### config.mk
export PLATFORM = sky130hd
export DESIGN_NAME = serial_sub
export DESIGN_NICKNAME = d
export VERILOG_FILES = /design/src/rtl/serial_sub.sv
export SDC_FILE = /design/constraint.sdc
export NUM_CORES = 1
export LEC_CHECK = 0
export BUFFER_PORTS_ARGS = -buffer_cell sky130_fd_sc_hd__clkbuf_2
export CORE_MARGIN = 5
export CORE_UTILIZATION = 54
export DETAILED_ROUTE_END_ITERATION = 12
export PLACE_DENSITY = 0.82
export REMOVE_ABC_BUFFERS = 1
export SLEW_MARGIN = 0
export SYNTH_ARGS = -nofsm -noshare
export SYNTH_HDL_FRONTEND = slang
export SYNTH_SLANG_ARGS = --single-unit
### constraint.sdc
create_clock -name clk -period 1.9 [get_ports clk]
set_clock_uncertainty 0.05 [all_clocks]
set_input_delay 0.095 -clock clk [delete_from_list [all_inputs] [get_ports clk]]
set_output_delay 0.095 -clock clk [all_outputs]
set_load 0.05 [all_outputs]
### src/rtl/serial_sub.sv
// Bit-serial subtractor: computes a - b - bin one bit per cycle, LSB first,
// and holds the result under a valid/ready handshake until it is consumed.
//
// state | meaning
// IDLE  | waiting for start; last result held on diff/bout/zero
// RUN   | one full-subtractor step per cycle, WIDTH cycles total
// HOLD  | result valid, waiting for out_ready
module serial_sub #(
    parameter int WIDTH = 8
) (
    input  logic             clk,
    input  logic             rst,
    input  logic             start,
    input  logic [WIDTH-1:0] a,
    input  logic [WIDTH-1:0] b,
    input  logic             bin,
    output logic             busy,
    output logic             out_valid,
    input  logic             out_ready,
    output logic [WIDTH-1:0] diff,
    output logic             bout,
    output logic             zero
);

    localparam int CW = $clog2(WIDTH + 1);
    localparam logic [CW-1:0] LAST_BIT = CW'(WIDTH - 1);

    typedef enum logic [1:0] {
        IDLE = 2'd0,
        RUN  = 2'd1,
        HOLD = 2'd2
    } state_t;

    state_t state_q, state_d;

    logic [WIDTH-1:0] a_sh, b_sh, res_sh, diff_r;
    logic             br, bout_r;
    logic [CW-1:0]    cnt;
    logic             ai, bi, d_bit, br_next;
    logic [WIDTH-1:0] res_next;

    assign ai       = a_sh[0];
    assign bi       = b_sh[0];
    assign d_bit    = ai ^ bi ^ br;
    assign br_next  = (~ai & bi) | (~(ai ^ bi) & br);
    assign res_next = {d_bit, res_sh[WIDTH-1:1]};

    always_ff @(posedge clk) begin
        if (rst) begin
            state_q <= IDLE;
        end else begin
            state_q <= state_d;
        end
    end

    always_comb begin
        state_d = state_q;
        case (state_q)
            IDLE:    if (start) state_d = RUN;
            RUN:     if (cnt == LAST_BIT) state_d = HOLD;
            HOLD:    if (out_ready) state_d = IDLE;
            default: state_d = IDLE;
        endcase
    end

    // The output registers are separate from the shift register so the
    // previous result stays visible while a new one is being computed.
    always_ff @(posedge clk) begin
        if (rst) begin
            a_sh   <= '0;
            b_sh   <= '0;
            res_sh <= '0;
            br     <= 1'b0;
            cnt    <= '0;
            diff_r <= '0;
            bout_r <= 1'b0;
        end else begin
            case (state_q)
                IDLE: begin
                    if (start) begin
                        a_sh   <= a;
                        b_sh   <= b;
                        br     <= bin;
                        res_sh <= '0;
                        cnt    <= '0;
                    end
                end
                RUN: begin
                    a_sh   <= a_sh >> 1;
                    b_sh   <= b_sh >> 1;
                    br     <= br_next;
                    res_sh <= res_next;
                    if (cnt == LAST_BIT) begin
                        diff_r <= res_next;
                        bout_r <= br_next;
                    end else begin
                        cnt <= cnt + CW'(1);
                    end
                end
                default: ;
            endcase
        end
    end

    assign busy      = (state_q != IDLE);
    assign out_valid = (state_q == HOLD);
    assign diff      = diff_r;
    assign bout      = bout_r;
    assign zero      = (diff_r == '0);

endmodule

==> metrics <==
status=finished, final reports clean; drt via density=5.408; type of the worst setup path=reg -> out; worst stage delay on the critical path=0.51 ns; leftover overflow at the end of global routing=0; Clock Sinks=39; area leader, netlist=dfxtp_1; count of mapped cells out of synthesis=200; cells along the critical path=or4_1, nor2_1, clkbuf_2; number of core rows=21; CTS tree=done; final worst path period share=0.8917; placeable core region=0.003284 sq mm; flip-flop and latch count after synthesis=39; arrival time of data at the critical path endpoint=1.55 ns; beginning of the worst hold path=a[7]; Final Net Count=265; first-iteration detailed-routing DRC count=143; final setup TNS=0 ns; Synth top area share=0.4364; fraction of layout cells with a size suffix above 1=0.2324; H-tree Lvls=2; routed wire length per instance=13.21 microns; number of unique standard cell types used by synthesis=36; sequential element share of the synthesized area=0.4364; share of the core filled with cells in the final layout=0.6453; die extent in x=67.56 microns; worst-case vdd ir drop=0.0005014 V; kind of end point of the critical path=primary output; timing startpoint of the critical path=diff[4]; I/O pin cnt=33; initial antenna violation count=0; Initial Util=0.5448; critical path startpoint category=flop; Tmin final=1.694 ns; transition time at the pin with the least slew margin=0.4859 ns; Max Clock Freq=590.2 MHz; largest net degree at the start of global routing=32; CP max stage cell=or4_1; clock slew at the register clock pins of the worst setup and hold paths=0.11 ns; total inserted antenna cells=0; Max clock buf depth=2; DIE HEIGHT=67.56 microns; maximum fanout along the worst path=3; unrepaired setup endpoints after global routing=false; Cell Pwr Density=703.0 mW/mm^2; Slew Viols, Final=0; global-route wire length before repair=6134 microns; total of warnings raised by yosys=0; total detailed-routing wirelength=3790 microns; Bufs and invs on worst path=1; Final Hold Fails=0; Total GRT Usage=0.1800; netlist area before placement=0.001789 sq mm; dominant cells by area after synthesis=dfxtp_1 (44%), a311oi_2 (7.6%), nand2_1 (6.3%); Antenna Nets Post-Route=0; filler instances=268; source-to-sink clock delay at the later pin of the worst-skew pair=0.34 ns; worst slew margin relative to its limit=0.6761; launch point of the worst reg-to-reg path=cnt[0]; post-CTS repair timing setup buffer count=0; clock buffers created by TritonCTS=5; # DRC=0; number of global-route vias before repair=1,396; first drt pass iteration count=4; Worst EP required=1.75 ns; number of endpoints failing setup at the final stage=0; Hold Crit Class=in -> reg; CP delay by family, top=simple AND/OR/NAND/NOR gates; gp weighted congestion=0.7571; max-cap check violation count=0; Clock Root Buffer=clkbuf_4; sum of net half-perimeters after detailed placement=2300 microns; IO Port Bufs=32; full die area=0.004564 sq mm; leakage power total=0.8689 nW; vias after detailed routing=1,552; average instance area after synthesis=8.946 sq um; Area Growth Syn to Fin=18.46%
## through the flow
stage	instance area (sq um)	power, mW	setup slack [ns]	cells	hold WS, ns
2_1_floorplan	1653	1.020	-0.2738	181	0.1129
3_3_place_gp	1918	1.091	0.3404	265	0.3010
3_5_place_dp	1918	1.096	0.3265	265	0.3081
4_1_cts	2120	1.491	0.1790	287	0.03023
5_1_grt	2120	1.573	0.09604	287	0.005756
6_report	2120	1.490	0.2058	287	0.04360
## metal layers
metal	routed length, microns	GRT usage	up-vias
li1	-	-	791
met1	1659	0.2094	702
met2	1901	0.3123	53
met3	168	0.05324	6
met4	60	0.06076	0
met5	0	0	-
## layout make-up
type | instances | area [sq um] | area share
sequential | 39 | 780.7 | 0.3684
timing repair buffer | 54 | 365.4 | 0.1724
inverter | 4 | 15.01 | 0.007084
multi-input combinational | 138 | 859.6 | 0.4055
clock buffer | 6 | 41.29 | 0.01948
tap | 46 | 57.56 | 0.02715
## registers in the layout, summed over array words and instances, names as in the netlist
name / cells
a_sh: 8
b_sh: 8
diff: 8
res_sh: 7
cnt: 4
state_q: 2
bout: 1
br: 1
## logic make-up (layout without fill, tap and decap cells)
group | count (synthesis) | in the layout | synth area share
adders and majority gates | 2 | 2 | 0.01818
DFF | 39 | 39 | 0.4364
buffers and inverters | 23 | 64 | 0.08461
and+or+nand+nor | 80 | 80 | 0.2028
AOI/OAI and AO/OA | 56 | 56 | 0.2580
## synth_stat cells
cell type	n
a211oi_1	2
a21boi_0	1
a21o_1	4
a21oi_1	11
a22oi_1	8
a2bb2oi_1	1
a311oi_1	6
a311oi_2	9
a31o_2	1
a32o_1	1
and3b_1	1
buf_1	1
buf_2	7
buf_4	3
buf_6	6
clkbuf_1	2
dfxtp_1	39
fa_1	1
ha_1	1
inv_1	4
nand2_1	30
nand2b_1	3
nand3_1	9
nand3b_1	3
nand4_1	1
nor2_1	24
nor2b_1	2
nor3_1	1
nor3b_1	1
nor4_1	2
o211a_1	1
o21ai_0	9
o21ba_4	1
o21bai_1	1
or2_2	1
or4_1	2
## power breakdown
group          internal, mW  switching, mW  leakage, nW
sequential            0.856         0.0255        0.319
clock                 0.132          0.250       0.0242
combinational         0.106          0.121        0.526
## worst paths after layout
kind                  end  slack, ns  depth (start not counted)
setup / recovery     zero       0.21                          3
setup reg to reg   cnt[1]       0.29                          4
hold / removal    a_sh[7]       0.04                          4
hold reg to reg   a_sh[4]       0.43                          2
## tightest hold or removal path, delay by kind of cell
family,cells,cell delay (ns)
AND/OR/NAND/NOR,1,0.07
AO/OA/AOI/OAI,2,0.15
buffers and inverters,1,0.08
## cells in the final DEF, fill, tap and decap left out, types with 2 or more instances in the layout
master | Yosys | routed
dfxtp_1 | 39 | 39
clkbuf_2 | 0 | 32
nand2_1 | 30 | 30
nor2_1 | 24 | 24
dlygate4sd3_1 | 0 | 16
a21oi_1 | 11 | 11
a311oi_2 | 9 | 9
nand3_1 | 9 | 9
o21ai_0 | 9 | 9
a22oi_1 | 8 | 8
a311oi_1 | 6 | 6
buf_4 | 3 | 6
clkbuf_4 | 0 | 5
inv_1 | 4 | 4
a21o_1 | 4 | 4
nand2b_1 | 3 | 3
nand3b_1 | 3 | 3
or4_1 | 2 | 2
a211oi_1 | 2 | 2
nor4_1 | 2 | 2
## what timing repair did
item	4_1_cts	5_1_grt
hold buffers	16	0
gates resized for setup	0	0
setup endpoints to repair	0	0
endpoints found under the hold margin	18	0
(Power assumes the default switching activity.)
